File: src/rtl/alu_seq_pkg.sv
// Shared types and default widths for the ALU operation sequencer and its command FIFO.
package alu_seq_pkg;

   localparam int DATA_W = 5;
   localparam int OP_W   = 4;

   typedef enum logic [1:0] {IDLE, SETTLE, RESP} state_t;

   typedef struct packed {
      logic [OP_W-1:0]   op;
      logic [DATA_W-1:0] a;
      logic [DATA_W-1:0] b;
      logic              cin;
   } alu_cmd_t;

   localparam int CMD_W = $bits(alu_cmd_t);

   function automatic logic op_is_legal(input logic [OP_W-1:0] op, input int num_ops);
      return int'(op) < num_ops;
   endfunction

endpackage

File: src/rtl/alu_cmd_fifo.sv
// Command FIFO for the ALU sequencer; full/empty come from a registered occupancy count.
module alu_cmd_fifo
   import alu_seq_pkg::*;
#(
   parameter int DEPTH = 4
) (
   input  logic             CLK,
   input  logic             RST_N,
   input  logic             push,
   input  logic [CMD_W-1:0] push_data,
   input  logic             pop,
   output logic [CMD_W-1:0] pop_data,
   output logic             full,
   output logic             empty
);

   localparam int            AW         = $clog2(DEPTH);
   localparam logic [AW:0]   FULL_COUNT = (AW+1)'(DEPTH);

   alu_cmd_t      mem [DEPTH];
   logic [AW-1:0] wr_ptr;
   logic [AW-1:0] rd_ptr;
   logic [AW:0]   count;
   logic          do_push;
   logic          do_pop;

   assign full     = (count == FULL_COUNT);
   assign empty    = (count == '0);
   assign do_push  = push && !full;
   assign do_pop   = pop && !empty;
   assign pop_data = mem[rd_ptr];

   // NOTE: sequential state uses <= so every register samples pre-edge values.
   always_ff @(posedge CLK or negedge RST_N) begin
      if (!RST_N) begin
         wr_ptr <= '0;
         rd_ptr <= '0;
         count  <= '0;
      end else begin
         if (do_push) wr_ptr <= wr_ptr + AW'(1);
         if (do_pop)  rd_ptr <= rd_ptr + AW'(1);
         case ({do_push, do_pop})
            2'b10:   count <= count + (AW+1)'(1);
            2'b01:   count <= count - (AW+1)'(1);
            default: ;
         endcase
      end
   end

   // NOTE: storage is not reset; pointers and count alone define which entries are valid.
   always_ff @(posedge CLK) begin
      if (do_push) mem[wr_ptr] <= push_data;
   end

endmodule

File: src/rtl/alu_op_sequencer.sv
// Drives the combinational ALU from a buffered command stream, waits for the result
// to settle, and returns each captured result over a valid/ready response stream.
module alu_op_sequencer #(
   parameter int DATA_W        = 5,
   parameter int OP_W          = 4,
   parameter int NUM_OPS       = 3,
   parameter int FIFO_DEPTH    = 4,
   parameter int SETTLE_CYCLES = 1,
   parameter int CNT_W         = 16
) (
   input  logic              CLK,
   input  logic              RST_N,
   input  logic              CMD_VALID,
   output logic              CMD_READY,
   input  logic [OP_W-1:0]   CMD_OP,
   input  logic [DATA_W-1:0] CMD_A,
   input  logic [DATA_W-1:0] CMD_B,
   input  logic              CMD_CIN,
   output logic [OP_W-1:0]   MUX_SELECT,
   output logic [DATA_W-1:0] A,
   output logic [DATA_W-1:0] B,
   output logic              CIN,
   input  logic [DATA_W-1:0] SUM,
   input  logic              COUT,
   output logic              RSP_VALID,
   input  logic              RSP_READY,
   output logic [DATA_W-1:0] RSP_SUM,
   output logic              RSP_COUT,
   output logic [OP_W-1:0]   RSP_OP,
   output logic              RSP_ERR,
   output logic              BUSY,
   output logic [CNT_W-1:0]  OP_COUNT
);
   import alu_seq_pkg::*;

   localparam int SW = $clog2(SETTLE_CYCLES + 1);

   state_t        state_q;
   state_t        state_d;
   alu_cmd_t      cmd_in;
   alu_cmd_t      head;
   logic          fifo_full;
   logic          fifo_empty;
   logic          fifo_pop;
   logic          head_legal;
   logic          load_alu;
   logic          load_err;
   logic          capture;
   logic          rsp_fire;
   logic [SW-1:0] settle_cnt;

   assign cmd_in     = '{op: CMD_OP, a: CMD_A, b: CMD_B, cin: CMD_CIN};
   assign CMD_READY  = !fifo_full;
   assign head_legal = op_is_legal(head.op, NUM_OPS);
   assign RSP_VALID  = (state_q == RESP);
   assign BUSY       = (state_q != IDLE) || !fifo_empty;

   alu_cmd_fifo #(.DEPTH(FIFO_DEPTH)) u_fifo (
      .CLK      (CLK),
      .RST_N    (RST_N),
      .push     (CMD_VALID && CMD_READY),
      .push_data(cmd_in),
      .pop      (fifo_pop),
      .pop_data (head),
      .full     (fifo_full),
      .empty    (fifo_empty)
   );

   always_ff @(posedge CLK or negedge RST_N) begin
      if (!RST_N) state_q <= IDLE;
      else        state_q <= state_d;
   end

   // NOTE: every always_comb output gets a default first so no latch is inferred.
   always_comb begin
      state_d = state_q;
      case (state_q)
         IDLE:    if (!fifo_empty) state_d = head_legal ? SETTLE : RESP;
         SETTLE:  if (settle_cnt == SW'(1)) state_d = RESP;
         RESP:    if (RSP_READY) state_d = IDLE;
         default: state_d = IDLE;
      endcase
   end

   always_comb begin
      fifo_pop = 1'b0;
      load_alu = 1'b0;
      load_err = 1'b0;
      capture  = 1'b0;
      rsp_fire = 1'b0;
      case (state_q)
         IDLE: begin
            fifo_pop = !fifo_empty;
            load_alu = !fifo_empty && head_legal;
            load_err = !fifo_empty && !head_legal;
         end
         SETTLE:  capture  = (settle_cnt == SW'(1));
         RESP:    rsp_fire = RSP_READY;
         default: ;
      endcase
   end

   // ALU ports only move on a legal pop, so they keep the last operation between commands.
   always_ff @(posedge CLK or negedge RST_N) begin
      if (!RST_N) begin
         MUX_SELECT <= '0;
         A          <= '0;
         B          <= '0;
         CIN        <= 1'b0;
         settle_cnt <= '0;
         RSP_SUM    <= '0;
         RSP_COUT   <= 1'b0;
         RSP_OP     <= '0;
         RSP_ERR    <= 1'b0;
         OP_COUNT   <= '0;
      end else begin
         if (load_alu) begin
            MUX_SELECT <= head.op;
            A          <= head.a;
            B          <= head.b;
            CIN        <= head.cin;
            settle_cnt <= SW'(SETTLE_CYCLES);
         end else if (state_q == SETTLE) begin
            settle_cnt <= settle_cnt - SW'(1);
         end
         if (capture) begin
            RSP_SUM  <= SUM;
            RSP_COUT <= COUT;
            RSP_OP   <= MUX_SELECT;
            RSP_ERR  <= 1'b0;
         end
         if (load_err) begin
            RSP_SUM  <= '0;
            RSP_COUT <= 1'b0;
            RSP_OP   <= head.op;
            RSP_ERR  <= 1'b1;
         end
         if (rsp_fire) OP_COUNT <= OP_COUNT + CNT_W'(1);
      end
   end

endmodule

File: config.mk
export PLATFORM = sky130hd
export DESIGN_NAME = alu_op_sequencer
export DESIGN_NICKNAME = d
export VERILOG_FILES = /design/src/rtl/alu_seq_pkg.sv /design/src/rtl/alu_cmd_fifo.sv /design/src/rtl/alu_op_sequencer.sv
export SDC_FILE = /design/constraint.sdc
export NUM_CORES = 1
export LEC_CHECK = 0
export ABC_AREA = 0
export BUFFER_PORTS_ARGS = -buffer_cell sky130_fd_sc_hd__buf_2
export CAP_MARGIN = 10
export CORE_AREA = 2 2 94 96
export DETAILED_ROUTE_END_ITERATION = 6
export DIE_AREA = 0 0 96 98
export PLACE_DENSITY = 0.8
export SKIP_LAST_GASP = 1
export SLEW_MARGIN = 20
export SYNTH_ARGS = -nofsm -noshare
export SYNTH_HDL_FRONTEND = slang
export SYNTH_SLANG_ARGS = --single-unit
File: constraint.sdc
create_clock -name CLK -period 4 [get_ports CLK]
set_input_delay 0.2 -clock CLK [delete_from_list [all_inputs] [get_ports CLK]]
set_output_delay 0.2 -clock CLK [all_outputs]
set_load 0.02 [all_outputs]
# Yosys cells after proc, flatten, opt, wreduce, memory -nomap -nowiden
# Memories as Yosys holds them, arrays and structs flattened.
# Index checks and enable logic that the tools add are counted.
# op_classes
eq_ne,8
muxes,23
reduce_logical,16
n_addsub,6
magnitude_cmp,1
# ops
op,count
$add A16 B1 Y16 const B,1
$mux W1,13
$mux W5,2
$mux W2,4
$mux W4,2
$reduce_bool A2 Y1,4
$pmux W2 S3,1
$pmux W3 S2,1
$logic_and A1 B1 Y1,5
$add A2 B1 Y2 const B,2
$eq A2 B1 Y1 const B,2
$eq A2 B2 Y1 const B,2
$lt A4 B2 Y1 const B,1
$ne A2 B2 Y1 const B,2
$add A3 B1 Y3 const B,1
$eq A3 B3 Y1 const B,1
$logic_not A1 Y1,3
$logic_not A3 Y1,1
$reduce_and A3 Y1,1
$sub A3 B1 Y3 const B,1
$logic_not A2 Y1,1
$ne A2 B1 Y1 const B,1
$logic_or A1 B1 Y1,1
$sub A1 B1 Y1 const B,1
# word_totals
input_bits,25
output_inout_bits,45
mem_count,1
elab_cells,69
reg_bits,52
mem_bits_rw,60
# memory_table
memory,words,width,rd,rd_clocked_by_memory_dff,wr,line,source
u_fifo.mem,4,15,1,0,1,alu_cmd_fifo.sv:20,alu_cmd_t mem [DEPTH];

# Depth between registers and ports, before layout
# depth
ltp_word,6
mapped_depth,10
depth_no_buf,10

# Hierarchy
# A second synthesis with hierarchy kept.
# unflattened
cells_unflattened,276
area_unflattened_um2,4498.1
# modules_own_cells
module,seq_area_each_um2,area_each_um2,cells_each,instances
alu_cmd_fifo,1976.9,2595.0,117,1
alu_op_sequencer,1126.1,1903.1,159,1

# Worst setup path before layout
# OpenSTA, ideal clock, no wires.
# synth_path
path_type,register -> register
start,reg u_fifo.count[0]
end,reg u_fifo.count[2]
path_stages_with_launch,11
n_path_buf,0
setup_ps,79
path_slack_ps,1895
synth_period_minus_slack_ps,2105
arrival_ps,2025
required_time_ps,3921
path_cell_list,dfrtp_1 -> inv_1 -> nand3_1 -> and2_1 -> inv_1 -> ha_1 -> inv_1 -> fa_1 -> xor2_1 -> nor2_1 -> xor2_1
# synth_between
elab_chain_cells,6
elab_cells_between_ends,14
classes_between,add/sub: 2; eq/ne: 3; mux: 2; reduce/logical: 7
# synth_rtl
item,line,source
start: declaration,alu_cmd_fifo.sv:23,logic [AW:0] count;
start signal: assignment,alu_cmd_fifo.sv:43,2'b10: count <= count + (AW+1)'(1);
start signal: assignment,alu_cmd_fifo.sv:44,2'b01: count <= count - (AW+1)'(1);
$eq A3 B3 Y1 *,alu_cmd_fifo.sv:27,assign full = (count == FULL_COUNT);
$logic_not A1 Y1 *,alu_op_sequencer.sv:53,assign CMD_READY = !fifo_full;
net CMD_READY,alu_op_sequencer.sv:14,"output logic CMD_READY,"
$logic_and A1 B1 Y1,alu_op_sequencer.sv:61,".push (CMD_VALID && CMD_READY),"
$logic_and A1 B1 Y1 *,alu_cmd_fifo.sv:29,assign do_push = push && !full;
$eq A2 B1 Y1 / $eq A2 B2 Y1 (equally long branches),alu_cmd_fifo.sv:42,"case ({do_push, do_pop})"
$pmux W3 S2 / $reduce_bool A2 Y1 (equally long branches),n/a,
# Mark *: on every way through the listed nets, which the timed path passes. The rest lies on a longest branch.
# A chain may end at the register's enable or synchronous reset.

# Worst setup path after layout
# layout_path
start,reg u_fifo.rd_ptr[0]
end,reg A[1]
# layout_between
elab_chain_cells,4
# layout_rtl
item,line,source
start: declaration,alu_cmd_fifo.sv:22,logic [AW-1:0] rd_ptr;
start signal: assignment,alu_cmd_fifo.sv:41,if (do_pop) rd_ptr <= rd_ptr + AW'(1);
$mem_v2 Z4 W15 *,n/a,
$lt A4 B2 Y1,alu_seq_pkg.sv:19,return int'(op) < num_ops;
$logic_and A1 B1 Y1,alu_op_sequencer.sv:94,load_alu = !fifo_empty && head_legal;
$mux W1,alu_op_sequencer.sv:91,case (state_q)
end signal: assignment,alu_op_sequencer.sv:119,A <= head.a;
end: declaration,alu_op_sequencer.sv:20,"output logic [DATA_W-1:0] A,"
# Every way passes the cells marked *; elsewhere a longest branch is shown, timed or not.

==> results.yml <==
grt:
  number_of_antenna_violations_at_the_first_check_in_global_routing: 0
  pin_count_of_the_biggest_net_entering_global_routing: 53
  grt_usage_pct: 17.41
  grt_overflow_total: 0
  grt_pass1_wl_mm: 12.38
  vias_in_the_first_global_route: 2511
clocking:
  clk_pin_slew_ns: 0.10
  postCtsSetupBuffers: 0
  insertion_delay_ns: 0.36
  cts_hold_buffers: 1
  htreeDepth: 3
  cts_buffer_depth: 2
  cts_tree: "yes"
  cts_resized: 0
  clock-root-buffer: "clkbuf_8"
  cts_inserted_buffers: 9
  cts_sink_count: 112
pwr:
  p_comb_share_pct: 36.8
  power_per_cell_area_nw_per_um2: 743.2
  power.switching_fraction_pct: 35.88
  p_leak_nw: 2.160
  power.clock.fraction_pct: 16.1
  p_seq_share_pct: 47.2
  vdd_drop_max_uv: 285.9
  p_int_w: 0.002431
  switchingPower_w: 0.001360
yosys:
  synth.net_count: 301
  synthesis.yosys.warnings: 0
  synth-main-ff-cell: "edfxtp_1"
  synth-edff-count: 60
  synthCells: 269
  synth_seq_area_share_pct: 69.39
  syn_avg_cell_area_sq_um: 16.62
  post_synth_num_cell_types: 36
  ys_ff_latch: 112
  asyncSetResetFlopFracSynth_pct: 46.43
  summed_instance_area_of_the_synthesized_netlist_sq_um: 4472
die:
  die_w_microns: 96
  placement_rows: 34
  dieArea_sq_um: 9408
  die-height_microns: 98
  initial_utilization_pct: 52.82
  core-area_sq_um: 8466
  pin_count: 70
timing:
  finalClockSkew_ns: 0.01151
  post-route-period-util_pct: 65.54
  finalSetupViolations: 0
  timing_max_transition_violations_final: 0
  final.setup.tns_ns: 0
  hold_slack_ns: 0.05052
  worst_slew_pin_slew_ns: 0.7890
  maxClockFrequency_ghz: 0.3815
  period_minus_slack_ns: 2.622
  rsz_0062_raised_after_global_routing: "false"
  worst_slew_margin_rel_pct: 47.40
  number_of_hold_violations_in_the_final_report: 0
setup_path:
  worst_stage_delay_on_the_critical_path_ns: 0.66
  worst-endpoint-required_ns: 4.25
  worst_setup_sp_type: "register"
  crit_slowest_cell: "dfrtp_1"
  crit_arrival_ns: 2.87
  cp_cell_sequence: "buf_4 -> mux4_2 -> a211oi_4 -> nand2_4 -> mux2_4"
  crit_path_max_fanout: 17
  crit_type: "register to register"
  crit_path_end_kind: "register"
run:
  max_cap_violations: 0
min_path:
  hp-class: "input port to register"
status:
  outcome: "complete, no violations"
drt:
  dr_total_vias: 2425
  postRouteWirelength_mm: 7.482
  avgViaCountPerCell: 5.318
  detail-route-antenna-nets: 0
  wl_per_cell_microns: 16.41
  drt_first_pass_iters: 4
  drcViolationCount: 0
  drt_iter0_markers: 90
layout:
  area_growth_syn_to_layout_pct: 14.07
  drive_gt1_share_pct: 33.91
  fin_nets: 375
  fillCellCount: 651
  antennaDiodeCount: 0
placement:
  port_buffers: 69
  detailedPlacementHpwl_mm: 5.102
  gp_congestion: 0.7035
-- cell families (layout without fill, tap and decap cells) --
| kind of cell | Yosys count | count (layout) | share of synthesized area, % |
|---|---|---|---|
| buffers and inverters | 18 | 97 | 1.846 |
| muxes | 31 | 31 | 12.06 |
| DFF | 112 | 112 | 69.39 |
| xor gates and xnor gates | 21 | 21 | 4.113 |
| AOI/OAI and AO/OA | 20 | 20 | 3.526 |
| adders and majority gates | 7 | 7 | 2.126 |
| and+or+nand+nor | 60 | 60 | 6.939 |
-- placed cells by master (no fill, tap or decap), types with 2 or more instances in the layout --
master     n
clkbuf_1   2
nand4_1    4
nor2_1     5
a22o_1     2
and2_1     6
inv_1      9
nor3_1     3
xnor2_1   15
dfrtp_1   52
mux2_2     9
a221o_1    3
nor2b_1    2
xor2_1     6
a21oi_1    6
buf_4      2
clkinv_4   2
ha_1       6
buf_2     69
and3_1     7
mux4_2    15
o21ai_0    2
nand3_1    5
edfxtp_1  60
mux2_4     6
a21o_1     3
o211a_1    2
clkbuf_8   9
nand2_1   22
-- layer usage --
metal	up-vias	part of all wire [%]	GRT usage [%]
met4	0	0.45	3.956
met5	-	0	0
met1	1217	45	23.34
met2	72	49	27.99
li1	1132	-	-
met3	4	5.8	5.478
-- stage by stage --
stage	utilization (%)	total power (W)	setup WS (ns)	instances	cell area (sq um)
2_1_floorplan	-	0.002833	1.895	269	4472
3_3_place_gp	58.10	0.003152	1.398	439	4918
3_5_place_dp	58.10	0.003228	1.357	439	4918
4_1_cts	60.26	0.003834	1.333	456	5101
5_1_grt	60.26	0.004050	1.194	456	5101
6_report	60.26	0.003791	1.378	456	5101
-- critical path: cells and delay by family, from the launching register on --
family / cells / cell delay, ns
AO/OA/AOI/OAI: 1 / 0.33
multiplexers: 2 / 0.97
flip-flops: 1 / 0.66
AND/OR/NAND/NOR: 1 / 0.22
buffers and inverters: 1 / 0.32
-- Yosys cell counts (all sizes together) (2+ instances only) --
| cell type | number | area [sq um] |
|---|---|---|
| nand2 | 23 | 93.84 |
| a22o | 2 | 17.52 |
| nand3 | 5 | 25.02 |
| nor2 | 5 | 18.77 |
| and2 | 6 | 37.54 |
| mux4 | 15 | 337.8 |
| buf | 3 | 26.27 |
| edfxtp | 60 | 1802 |
| clkbuf | 6 | 22.52 |
| nor2b | 2 | 12.51 |
| inv | 9 | 33.78 |
| o21ai | 2 | 10.01 |
| a21o | 3 | 22.52 |
| a21oi | 6 | 30.03 |
| or2 | 2 | 12.52 |
| dfrtp | 52 | 1301 |
| nor3 | 4 | 25.02 |
| o211a | 2 | 20.02 |
| mux2 | 15 | 191.4 |
| a221o | 3 | 30.03 |
| and3 | 7 | 43.79 |
| xnor2 | 15 | 131.4 |
| nand4 | 4 | 25.02 |
| xor2 | 6 | 52.55 |
| ha | 6 | 75.07 |
-- state kept, by name, indices dropped and copies added, names as in the netlist, 2 cells and up --
| register | flops |
|---|---|
| u_fifo.mem | 60 |
| OP_COUNT | 16 |
| A | 5 |
| B | 5 |
| RSP_SUM | 5 |
| MUX_SELECT | 4 |
| RSP_OP | 4 |
| u_fifo.count | 3 |
| state_q | 2 |
| u_fifo.rd_ptr | 2 |
| u_fifo.wr_ptr | 2 |
-- final timing paths --
kind | end | cells after the start | from | slack, ns
worst min-delay path | u_fifo.mem[3][3]$_DFFE_PP_ | 1 | CMD_B[2] | 0.05
max in group asynchronous | u_fifo.rd_ptr[1]$_DFFE_PN0P_ | 3 | RST_N | 3.06
worst min register to register | OP_COUNT[15]$_DFFE_PN0P_ | 1 | OP_COUNT[15]$_DFFE_PN0P_ | 0.47
min in group asynchronous | RSP_OP[1]$_DFFE_PN0P_ | 3 | RST_N | 0.51
worst max-delay path | A[1]$_DFFE_PN0P_ | 5 | u_fifo.rd_ptr[0]$_DFFE_PN0P_ | 1.38
worst max register to register | A[1]$_DFFE_PN0P_ | 5 | u_fifo.rd_ptr[0]$_DFFE_PN0P_ | 1.38
-- final cells by class --
class / count / area, sq um / share of cell area (%)
multi-input cells: 139 / 1286 / 25.21
flip-flops and latches: 112 / 3103 / 60.83
clock buffers: 11 / 131.4 / 2.575
well taps: 108 / 135.1 / 2.649
inverters: 9 / 33.78 / 0.6623
repair buffers: 72 / 370.4 / 7.260
clock inverters: 5 / 41.29 / 0.8094
-- power groups by stage --
stage | clock network (W) | registers (W) | logic (W)
floorplan | 0 | 0.00189 | 0.000948
CTS | 0.000627 | 0.00179 | 0.00141
finish | 0.000609 | 0.00179 | 0.00139
global route | 0.000679 | 0.00183 | 0.00154
detailed placement | 0 | 0.00182 | 0.00141
global placement | 0 | 0.00180 | 0.00135
(Power assumes the default switching activity.)
